--- src/rtl/keypad_emu.sv ---
// ============================================================================
//  Module   : keypad_emu
//  Purpose  : Emulates one key of a 4x4 scanned keypad: latches a hex code,
//             holds it for HOLD_CYCLES, then releases it for GAP_CYCLES.
//             Define KEYPAD_BOUNCE_EN to add contact bounce at press/release.
//  Revision : 1.0  initial release
// ============================================================================
`default_nettype none

module keypad_emu #(
  parameter logic [31:0] HOLD_CYCLES   = 32'd1000000,
  parameter logic [31:0] GAP_CYCLES    = 32'd250000,
  parameter logic [31:0] BOUNCE_CYCLES = 32'd16
) (
  input  logic       clk,
  input  logic       reset,
  input  logic [3:0] keypadRow,
  output logic [3:0] keypadCol,
  input  logic       key_valid,
  input  logic [3:0] key_code,
  output logic       key_ready,
  input  logic       cancel,
  output logic       busy,
  output logic       press_done
);

  typedef enum logic [1:0] {
    S_IDLE  = 2'd0,
    S_PRESS = 2'd1,
    S_GAP   = 2'd2
  } state_t;

  state_t      state_q, state_d;
  logic [31:0] cnt_q, cnt_d;
  logic [3:0]  code_q, code_d;
  logic        press_done_q, press_done_d;
  logic [3:0]  tgt_row, tgt_col;

  always_comb begin
    state_d      = state_q;
    cnt_d        = cnt_q;
    code_d       = code_q;
    press_done_d = 1'b0;
    case (state_q)
      S_IDLE: begin
        if (key_valid) begin
          code_d  = key_code;
          cnt_d   = 32'd0;
          state_d = S_PRESS;
        end
      end
      S_PRESS: begin
        // cancel wins over a completion on the same edge, so no pulse
        if (cancel) begin
          cnt_d   = 32'd0;
          state_d = S_GAP;
        end else if (cnt_q == HOLD_CYCLES - 32'd1) begin
          cnt_d        = 32'd0;
          state_d      = S_GAP;
          press_done_d = 1'b1;
        end else begin
          cnt_d = cnt_q + 32'd1;
        end
      end
      S_GAP: begin
        if (cnt_q == GAP_CYCLES - 32'd1) begin
          cnt_d   = 32'd0;
          state_d = S_IDLE;
        end else begin
          cnt_d = cnt_q + 32'd1;
        end
      end
      default: begin
        cnt_d   = 32'd0;
        state_d = S_IDLE;
      end
    endcase
  end

  always_ff @(posedge clk or posedge reset) begin
    if (reset) begin
      state_q      <= S_IDLE;
      cnt_q        <= 32'd0;
      code_q       <= 4'd0;
      press_done_q <= 1'b0;
    end else begin
      state_q      <= state_d;
      cnt_q        <= cnt_d;
      code_q       <= code_d;
      press_done_q <= press_done_d;
    end
  end

  always_comb begin
    tgt_row = 4'b1110;
    tgt_col = 4'b1110;
    case (code_q)
      4'h0: begin tgt_row = 4'b1110; tgt_col = 4'b0111; end
      4'h1: begin tgt_row = 4'b1110; tgt_col = 4'b1011; end
      4'h2: begin tgt_row = 4'b1101; tgt_col = 4'b1011; end
      4'h3: begin tgt_row = 4'b1011; tgt_col = 4'b1011; end
      4'h4: begin tgt_row = 4'b1110; tgt_col = 4'b1101; end
      4'h5: begin tgt_row = 4'b1101; tgt_col = 4'b1101; end
      4'h6: begin tgt_row = 4'b1011; tgt_col = 4'b1101; end
      4'h7: begin tgt_row = 4'b1110; tgt_col = 4'b1110; end
      4'h8: begin tgt_row = 4'b1101; tgt_col = 4'b1110; end
      4'h9: begin tgt_row = 4'b1011; tgt_col = 4'b1110; end
      4'hA: begin tgt_row = 4'b1101; tgt_col = 4'b0111; end
      4'hB: begin tgt_row = 4'b1011; tgt_col = 4'b0111; end
      4'hC: begin tgt_row = 4'b0111; tgt_col = 4'b1110; end
      4'hD: begin tgt_row = 4'b0111; tgt_col = 4'b1101; end
      4'hE: begin tgt_row = 4'b0111; tgt_col = 4'b1011; end
      default: begin tgt_row = 4'b0111; tgt_col = 4'b0111; end
    endcase
  end

`ifdef KEYPAD_BOUNCE_EN
  logic in_bounce;
  assign in_bounce = (cnt_q < BOUNCE_CYCLES);

  // Contacts chatter on even/odd counts at the start of press and release
  always_comb begin
    keypadCol = 4'b1111;
    if (keypadRow == tgt_row) begin
      if (state_q == S_PRESS && (!in_bounce || !cnt_q[0]))
        keypadCol = tgt_col;
      else if (state_q == S_GAP && in_bounce && !cnt_q[0])
        keypadCol = tgt_col;
    end
  end
`else
  logic unused_bounce_cfg;
  assign unused_bounce_cfg = ^BOUNCE_CYCLES;

  always_comb begin
    keypadCol = 4'b1111;
    if (state_q == S_PRESS && keypadRow == tgt_row)
      keypadCol = tgt_col;
  end
`endif

  assign key_ready  = (state_q == S_IDLE);
  assign busy       = ~key_ready;
  assign press_done = press_done_q;

endmodule

`default_nettype wire

--- config.mk ---
export PLATFORM = sky130hd
export DESIGN_NAME = keypad_emu
export DESIGN_NICKNAME = d
export VERILOG_FILES = /design/src/rtl/keypad_emu.sv
export SDC_FILE = /design/constraint.sdc
export NUM_CORES = 1
export LEC_CHECK = 0
export BUFFER_PORTS_ARGS = -buffer_cell sky130_fd_sc_hd__clkbuf_2
export CORE_AREA = 5 5 111 87
export CTS_CLUSTER_DIAMETER = 120
export CTS_CLUSTER_SIZE = 14
export DETAILED_ROUTE_END_ITERATION = 12
export DIE_AREA = 0 0 116 92
export PLACE_DENSITY_LB_ADDON = 0.15
export RECOVER_POWER = 50
export SLEW_MARGIN = 5
export SYNTH_ARGS = -nofsm -noshare
export SYNTH_HDL_FRONTEND = slang
export SYNTH_SLANG_ARGS = --single-unit
--- constraint.sdc ---
create_clock -name clk -period 2 [get_ports clk]
set_input_delay 0.2 -clock clk [delete_from_list [all_inputs] [get_ports clk]]
set_output_delay 0.2 -clock clk [all_outputs]
set_load 0.02 [all_outputs]
==> run summary, run 1 <==
post-synth cell types - 42
Final Util - 44.6%
first-pass GRT wire length - 12500 µm
clock buffer count from CTS - 5
Synth Area in Compound Gates - 20.2%
cell count after synthesis - 280
Max-slew headroom - 31.0%
maximum vdd drop - 0.259 mV
initial antenna violation count - 0
CP required - 1.80 ns
Final Cycle Share - 113%
Max Freq - 441 MHz
CP Buf/Inv Count - 2
FF+latch area - 976 µm²
worst hold path class - input port to register
H-tree Lvls - 2
area share of fa/ha/maj cells after synthesis - 4.56%
CTS tree - done
final net count - 364
area share of the largest cell type after synthesis - 39.5%
DR iter-0 viols - 174
Antenna Nets Post-Route - 0
HPWL after DPL - 4610 µm
die width - 116 µm
met3 WL - 318 µm
CTS Buffer Depth - 2
routed len/inst - 16.7 µm
Worst-path clk slew - 0.06 ns
Hold Path Cell Cnt - 2
Post-Syn Nets - 301
gr ovfl total - 0
proportion of layout cells with a drive suffix above 1 - 41.9%
shortest period the worst path allows - 2.27 ns
final setup violation count - 37
Clock Skews - 0.00955 ns
DRC viols - 0
Placer Congestion - 0.794
hold path start - key_code[1]
register area share after synthesis - 39.5%
post-synth design cell area - 2470 µm²
most common cell in the synthesized netlist - dfrtp_1
unrepaired setup endpoints after global routing - true
CP top delay family - flip-flops
Die ar. - 10700 µm²
# port buffers - 18
largest family of logic cells by synthesized area - simple AND/OR/NAND/NOR gates
CTS Sinks - 39
CP startpoint kind - register
CTS root buf - clkbuf_16
Leak Pwr - 1.64 nW
FF+latch count, synth - 39
CP Capture Type - output pin
failing checks - setup timing
Mapped Avg Cell Area - 8.83 µm²
vias in the first global route - 2384
Ys Warns - 0
Hold Vio Cnt, Final - 0
wire length on met1 - 3780 µm
P&R area growth vs syn - 50.5%
worst-case reg-to-reg path depth - 9
post-route setup slack - -0.270 ns
IO Pins - 19
Synth Flop Type - dfrtp_1
Core Area - 8350 µm²
WP depth - 8
pin count of the biggest net entering global routing - 40
via density per instance - 5.25
worst skew pair latency - 0.29 ns
Async SR Flop Fraction - 100%
worst slew pin tran - 1.04 ns
WL met2 - 3370 µm
status - complete, but fails checks
start of the worst register-to-register path - cnt_q[31]$_DFFE_PP0P_
WL final - 7550 µm
Crit-path slowest cell - dfrtp_1
Worst Path Arrival - 2.07 ns
Worst Setup SP - code_q[0]$_DFFE_PP0P_
Post-Synth Simple-Gate Area - 24.1%
worst path cell trace - inv_2 > ha_4 > a211oi_4 > xor2_1 > nand3_1 > nor3_4 > o211ai_1 > buf_4
dominant cell type by area after synthesis - dfrtp_1
Die Y - 92 µm
GRT Resource Usage Total - 14.8%
Initial Utilization - 29.6%
power density over the cells - 446 nW/µm²
total power - 1.66 mW
n_diodes - 0
crit-path max FO - 4
main area contributors after synthesis - dfrtp_1 39%, a31oi_1 6.3%, ha_1 4.6%, nand2_1 4.6%, a21oi_1 4.3%
Post-synth top cells - 39 x dfrtp_1, 30 x nand2_1, 25 x a31oi_1, 21 x a21oi_1, 17 x inv_1
multi-input logic area - 1670 µm²
DR top layer - met4
Post-Synth XOR/XNOR Area - 2.48%
crit path kind - register to output pin
First-pass DRT Iterations - 4
Post-synth EDFFs - 0
Critical Path Max Stage Delay - 0.40 ns
max cap viols - 0
routed vias - 2371
max-slew violations - 0
FP Rows - 29
post-synthesis mux area share - 3.09%
Filler cells - 810
[metrics by stage]
| step | cell area [µm²] | hold slack, ns | std cells | worst slack (ns) | TNS, ns |
|---|---|---|---|---|---|
| after floorplan | 2480 | 0.350 | 280 | 0.0285 | 0 |
| after global placement | 2970 | 0.359 | 430 | -0.0845 | -0.649 |
| after detailed placement | 2970 | 0.348 | 430 | -0.0891 | -1.02 |
| after CTS | 3500 | 0.0419 | 449 | -0.212 | -5.68 |
| after global routing | 3720 | 0.158 | 452 | -0.386 | -9.98 |
| final | 3720 | 0.148 | 452 | -0.270 | -7.33 |
[timing repair]
action / 4_1_cts / 5_1_grt
gates resized for setup: 47 / 43
gates cloned: 6 / 0
pin swaps: 22 / 19
setup buffers: 5 / 3
hold buffers: 0 / 0
endpoints found under the setup margin: 34 / 38
[path summary, 6_finish.rpt]
check                      slack [ns]               endpoint
max in group asynchronous        1.14   cnt_q[5]$_DFFE_PP0P_
min reg2reg                      0.57   cnt_q[8]$_DFFE_PP0P_
max reg2reg                     -0.25   cnt_q[6]$_DFFE_PP0P_
min in group asynchronous        0.22  code_q[0]$_DFFE_PP0P_
max                             -0.27           keypadCol[3]
min                              0.15  code_q[1]$_DFFE_PP0P_
[kinds of logic (layout without fill, tap and decap cells)]
group                    Yosys count  after routing
AO/OA/AOI/OAI                     79             79
XOR/XNOR                           7              7
AND/OR/NAND/NOR                  105            105
buffers and inverters             34             98
multiplexers                       7              7
flip-flops                        39             39
adder cells (fa/ha/maj)            9              9
[report_power, final]
part / internal [mW] / leakage [nW] / switching (mW) / total, mW
clock: 0.461 / 0.0669 / 0.331 / 0.792
sequential: 0.796 / 0.514 / 0.00779 / 0.804
combinational: 0.0220 / 1.06 / 0.0393 / 0.0614
total: 1.28 / 1.64 / 0.378 / 1.66
[routing by layer]
layer / up-vias / global-route usage (%)
li1: 1163 / -
met1: 1166 / 21.8
met2: 35 / 21.8
met3: 7 / 2.89
met4: 0 / 4.44
met5: - / 0
[flip-flops by register name, summed over array words and instances, names as in the netlist]
| register | count |
|---|---|
| press_done | 1 |
| code_q | 4 |
| cnt_q | 32 |
| state_q | 2 |
[placed cells by master (no fill, tap or decap), drive strengths merged]
master,instances
o22ai,1
nor3,3
a41oi,6
o21ai,12
a21oi,22
or4bb,1
buf,56
nand3b,2
clkinvlp,1
a31o,2
o31ai,2
or4b,1
xor2,2
nor2b,1
nor4,8
nor2,14
o211ai,1
inv,17
clkinv,1
mux2,5
a41o,1
nand2b,8
dfrtp,39
nand4,9
nand2,30
clkbuf,23
mux2i,2
a211oi,1
and4,3
nand3,14
xnor2,5
a31oi,25
and3,5
and2,5
o2bb2ai,1
o21bai,1
ha,9
a22o,4
or4,1
[final cells by class]
cell class | instances | share of cell area, %
multi-input combinational | 207 | 44.9
sequential | 39 | 26.2
timing repair buffer | 73 | 19.7
tap | 108 | 3.63
clock buffer | 6 | 3.47
inverter | 17 | 1.72
clock inverter | 2 | 0.336
No activity file was read; power rests on OpenSTA's default activity.
==> inputs of run 2 (changes only) <==
Settings changed: TNS_END_PERCENT set to 10.
==> run 2 against run 1 <==
Against the previous run:
- the run still ends with setup timing left
- global-route usage is 1.6 points lower
- via count shrank 2.4%
- fmax increased by 2.2%
- critical path type unchanged
==> run summary, run 2 (same netlist as run 1, synthesis figures left out) <==
initial antenna violation count - 0 (unchanged)
# port buffers - 18 (unchanged)
gr ovfl total - 0 (unchanged)
crit-path max FO - 5 (+1)
via density per instance - 5.16 (-1.7%)
DRC viols - 0 (unchanged)
die width - 116 µm (unchanged)
H-tree Lvls - 2 (unchanged)
max reg flops - 32 (unchanged)
CP required - 1.80 ns (about the same)
clock buffer count from CTS - 5 (unchanged)
P&R area growth vs syn - 35.2%
power density over the cells - 514 nW/µm² (+15%)
Worst Path Arrival - 2.02 ns (-0.05 ns)
max-slew violations - 0 (unchanged)
failing checks - setup timing
shortest period the worst path allows - 2.22 ns (-0.0494 ns)
Initial Utilization - 29.6% (unchanged)
first-pass GRT wire length - 11100 µm (-11%)
Worst-path clk slew - 0.05 ns (about the same)
Max-slew headroom - 33.3% (+2.3 points)
Hold Buf Count CTS - 0 (unchanged)
GRT Resource Usage Total - 13.2% (-1.6 points)
crit path kind - register to output pin
most frequent cells in the layout - 47 x buf_4, 38 x dfrtp_1, 29 x nand2_1, 24 x a31oi_1, 15 x clkbuf_2
DR iter-0 viols - 156 (-10%)
Worst Setup SP - code_q[0]$_DFFE_PP0P_
Die ar. - 10700 µm² (unchanged)
pin count of the biggest net entering global routing - 41 (+2.5%)
WL final - 6700 µm (-11%)
proportion of layout cells with a drive suffix above 1 - 34.0% (-7.8 points)
post-route setup slack - -0.221 ns (+0.0494 ns)
Reg2Reg Setup Slack - -0.08 ns (+0.17 ns)
Hold Vio Cnt, Final - 0 (unchanged)
IO Pins - 19 (unchanged)
HPWL after DPL - 4780 µm (+3.7%)
maximum vdd drop - 0.343 mV (+32%)
Die Y - 92 µm (unchanged)
Placer Congestion - 0.740 (-6.7%)
final setup violation count - 18 (-51%)
hold path start - key_code[1]
max cap viols - 0 (unchanged)
CTS root buf - clkbuf_16
CP startpoint kind - register
CP Capture Type - output pin
Clock Skews - 0.00787 ns (-0.00168 ns)
First-pass DRT Iterations - 4 (unchanged)
Final Cycle Share - 111% (-2.5 points)
CTS Sinks - 39 (unchanged)
worst hold path class - input port to register
Largest regs - cnt_q x32, code_q x4, state_q x2
routed vias - 2315 (-2.4%)
Largest Register - cnt_q
FP Rows - 29 (unchanged)
vias in the first global route - 2198 (-7.8%)
unrepaired setup endpoints after global routing - true
CTS Buffer Depth - 2 (unchanged)
Leak Pwr - 1.52 nW (-7.6%)
Final Instance Area - 3340 µm² (-10%)
Antenna Nets Post-Route - 0 (unchanged)
commonest non-fill, non-tap cell in the layout - buf_4
CTS tree - done
status - complete, but fails checks
Post-CTS Setup Bufs - 0 (-5)
Placed Area - 3020 µm² (+1.8%)
final net count - 361 (-0.82%)
worst slew pin tran - 1.00 ns (-0.0343 ns)
worst skew pair latency - 0.29 ns (about the same)
Max Freq - 450 MHz (+2.2%)
Fin Setup TNS - -1.14 ns (+6.19 ns)
routed len/inst - 14.9 µm (-11%)
Core Area - 8350 µm² (unchanged)
start of the worst register-to-register path - cnt_q[19]$_DFFE_PP0P_
n_diodes - 0 (unchanged)
[run 2: cell types whose count changed in the layout (fill, tap and decap cells not counted), moves of 3 or more]
cell,previous run,this run
a31oi_4,3,0
buf_16,6,0
nand2b_1,4,8
a21oi_2,10,7
a21oi_1,10,14
o21ai_1,5,2
nand2b_4,4,0
nand2_1,21,29
buf_12,6,1
buf_4,39,47
nand2_2,7,1
o21ai_0,2,10
a31oi_1,21,24
o21ai_2,5,0
[run 2: per-stage QoR]
stage	worst slack (ns)	std cells	power, mW	hold WS (ns)	util (%)
finish	-0.221	449	1.72	0.146	40.0
CTS	-0.216	449	1.74	0.0434	39.5
global route	-0.321	449	1.77	0.145	40.0
global placement	-0.129	441	0.882	0.346	36.2
detailed placement	-0.109	441	0.882	0.351	36.2
floorplan	-0.0437	280	0.846	0.350	-
[run 2: path summary, 6_finish.rpt]
path                                          to  cells past startpoint
min                        code_q[1]$_DFFE_PP0P_                      2
min reg2reg                cnt_q[16]$_DFFE_PP0P_                      1
max reg2reg                 cnt_q[8]$_DFFE_PP0P_                      8
max in group asynchronous  code_q[2]$_DFFE_PP0P_                      3
min in group asynchronous   cnt_q[5]$_DFFE_PP0P_                      3
max                                 keypadCol[3]                     10
[run 2: layer usage]
layer,GRT usage [%],up-vias,routed length [µm],part of all wire (%)
li1,-,1149,-,-
met5,0,-,0,0
met1,19.0,1125,3500,52
met3,2.96,8,194,2.9
met4,3.77,0,84,1.3
met2,19.7,33,2920,44
[run 2: worst max-delay path: stages, from the launching register on]
cell and delay, ns:
dfrtp_1 0.38, buf_4 0.16, ha_4 0.15, mux2i_1 0.14, nor2_1 0.07, a21oi_2 0.14
xor2_1 0.08, nor3_1 0.20, buf_4 0.16, o211ai_1 0.08, buf_4 0.17
[run 2: area by class of cell]
cell class / count / area (µm²)
Multi-Input combinational cell: 207 / 1500
Fill cell: 873 / 5000
Timing Repair Buffer: 70 / 514
Sequential cell: 39 / 977
Inverter: 17 / 63.8
Clock buffer: 8 / 156
Tap cell: 108 / 135
[run 2: timing repair]
action / CTS / global route
endpoints found under the setup margin: 38 / 38
gates cloned: 0 / 0
pin swaps: 9 / 3
gates resized for setup: 28 / 18
[run 2: power breakdown]
part	internal (mW)	switching, mW	total [mW]	leakage [nW]
combinational	0.0254	0.0387	0.0640	0.925
clock	0.531	0.321	0.853	0.0772
sequential	0.796	0.00514	0.802	0.513
total	1.35	0.365	1.72	1.52
==> inputs of run 3 (changes only) <==
Settings changed: BUFFER_PORTS_ARGS -buffer_cell sky130_fd_sc_hd__clkbuf_2 to not set, DONT_BUFFER_PORTS set to 1.
==> run 3 against run 2 <==
Against the previous run:
- the run still ends with setup timing left
- sequential power hardly changed
- clock power is 6.2% lower
- routed wire length grew 3.4%
- critical path depth fell by 2
- global-route usage up 0.25 points
- critical endpoint unchanged
==> run summary, run 3 (same netlist as run 1, synthesis figures left out) <==
Largest Register - cnt_q
shortest period the worst path allows - 2.18 ns (-0.0393 ns)
clock buffer count from CTS - 5 (unchanged)
gr ovfl total - 0 (unchanged)
pre-CTS setup slack - -0.111 ns (-0.00200 ns)
final setup violation count - 13 (-5)
Clock Skews - 0.00819 ns (+0.000314 ns)
Final Util - 39.7% (-0.39 points)
worst skew pair latency - 0.29 ns (about the same)
IO Pins - 19 (unchanged)
GRT Resource Usage Total - 13.4% (+0.25 points)
CP required - 1.80 ns (about the same)
P&R area growth vs syn - 33.9%
CTS Sinks - 39 (unchanged)
Placed Area - 2940 µm² (-2.6%)
CTS root buf - clkbuf_16
H-tree Lvls - 2 (unchanged)
Hold Vio Cnt, Final - 0 (unchanged)
First-pass DRT Iterations - 4 (unchanged)
post-route setup slack - -0.181 ns (+0.0393 ns)
Hold Path Cell Cnt - 1 (-1)
routed len/inst - 16.0 µm (+6.9%)
Final Cycle Share - 109% (-2.0 points)
failing checks - setup timing
initial antenna violation count - 0 (unchanged)
maximum vdd drop - 0.285 mV (-17%)
final net count - 346 (-4.2%)
Core Area - 8350 µm² (unchanged)
Fin Setup TNS - -0.781 ns (+0.354 ns)
CP startpoint kind - register
FP Rows - 29 (unchanged)
commonest non-fill, non-tap cell in the layout - buf_4
DR iter-0 viols - 183 (+17%)
first-pass GRT wire length - 11400 µm (+2.7%)
max-slew violations - 0 (unchanged)
Placer Congestion - 0.733 (-0.99%)
worst-case reg-to-reg path depth - 7 (-1)
max cap viols - 0 (unchanged)
CTS Buffer Depth - 2 (unchanged)
Die Y - 92 µm (unchanged)
crit-path max FO - 3 (-2)
proportion of layout cells with a drive suffix above 1 - 32.2% (-1.8 points)
vias in the first global route - 2175 (-1.0%)
DRC viols - 0 (unchanged)
Max-slew headroom - 45.4% (+12 points)
n_diodes - 0 (unchanged)
crit path kind - register to output pin
Initial Utilization - 29.6% (unchanged)
WL final - 6930 µm (+3.4%)
Max Freq - 458 MHz (+1.8%)
most frequent cells in the layout - 46 x buf_4, 38 x dfrtp_1, 29 x nand2_1, 22 x a31oi_1
HPWL after DPL - 4920 µm (+3.0%)
worst hold path class - input port to register
unrepaired setup endpoints after global routing - true
status - complete, but fails checks
Die ar. - 10700 µm² (unchanged)
Worst-path clk slew - 0.06 ns (about the same)
total power - 1.66 mW (-3.5%)
worst slew pin tran - 0.819 ns (-0.182 ns)
Antenna Nets Post-Route - 0 (unchanged)
pin count of the biggest net entering global routing - 41 (unchanged)
routed vias - 2275 (-1.7%)
Final Instance Area - 3310 µm² (-0.97%)
Leak Pwr - 1.47 nW (-2.7%)
max reg flops - 32 (unchanged)
power density over the cells - 501 nW/µm² (-2.5%)
Largest regs - cnt_q x32, code_q x4, state_q x2
# port buffers - 0 (-18)
via density per instance - 5.24 (+1.7%)
die width - 116 µm (unchanged)
CTS tree - done
Worst Path Arrival - 1.98 ns (-0.04 ns)
CP Capture Type - output pin
## run 3: cell count changes in the layout (fill, tap and decap cells not counted), moves of 2 or more
cell / previous run / this run
clkinvlp_4: 0 / 2
buf_12: 1 / 3
buf_2: 2 / 0
clkbuf_2: 15 / 1
a31oi_1: 24 / 22
o21ai_1: 2 / 4
a31oi_2: 1 / 3
clkbuf_8: 2 / 0
o21ai_0: 10 / 8
## run 3: power by group
group	switching, mW	internal (mW)
registers	0.00664	0.796
clock network	0.340	0.460
logic	0.0348	0.0204
## run 3: what timing repair did
| action | in CTS | in global routing |
|---|---|---|
| hold endpoints to repair | 9 | 0 |
| pin swaps | 8 | 6 |
| hold buffers | 1 | 0 |
| buffers inserted | 1 | 1 |
| setup endpoints to repair | 20 | 38 |
| resized for setup | 17 | 30 |
## run 3: routing by layer
layer  wire, µm  vias to the layer above  global-route usage, %
li1           -                     1116                      -
met1       3650                     1105                   21.2
met2       2980                       48                   18.7
met3        231                        6                   2.37
met4         65                        0                   3.09
met5          0                        -                      0
## run 3: area by class of cell
class                   instances  area [µm²]
flip-flops and latches         39         977
clock inverters                 3        20.0
clock buffers                   5         125
repair buffers                 55         465
fillers                       844        5040
multi-input cells             207        1520
well taps                     108         135
inverters                      17        63.8
## run 3: final timing paths
check	slack, ns	end	start
worst min register to register	0.53	cnt_q[4]$_DFFE_PP0P_	cnt_q[4]$_DFFE_PP0P_
max in group asynchronous	0.59	code_q[2]$_DFFE_PP0P_	reset
min in group asynchronous	0.29	state_q[1]$_DFFE_PP0P_	reset
worst max-delay path	-0.18	keypadCol[3]	code_q[1]$_DFFE_PP0P_
worst max register to register	-0.06	cnt_q[4]$_DFFE_PP0P_	cnt_q[22]$_DFFE_PP0P_
worst min-delay path	0.06	code_q[1]$_DFFE_PP0P_	key_code[1]
## run 3: stage by stage
| stage | instances | hold slack [ns] |
|---|---|---|
| 3_5_place_dp | 423 | 0.0353 |
| 2_1_floorplan | 280 | 0.350 |
| 3_3_place_gp | 423 | 0.0337 |
| 4_1_cts | 433 | 0.0569 |
| 5_1_grt | 434 | 0.0582 |
| 6_report | 434 | 0.0625 |
## run 3: worst max-delay path: stages (launching register included)
cell and delay (ns):
dfrtp_1 0.40, inv_2 0.11, ha_4 0.21, a211oi_4 0.22, xor2_1 0.16, nand3_1 0.10, nor3_2 0.13, buf_4 0.16
o211ai_1 0.21
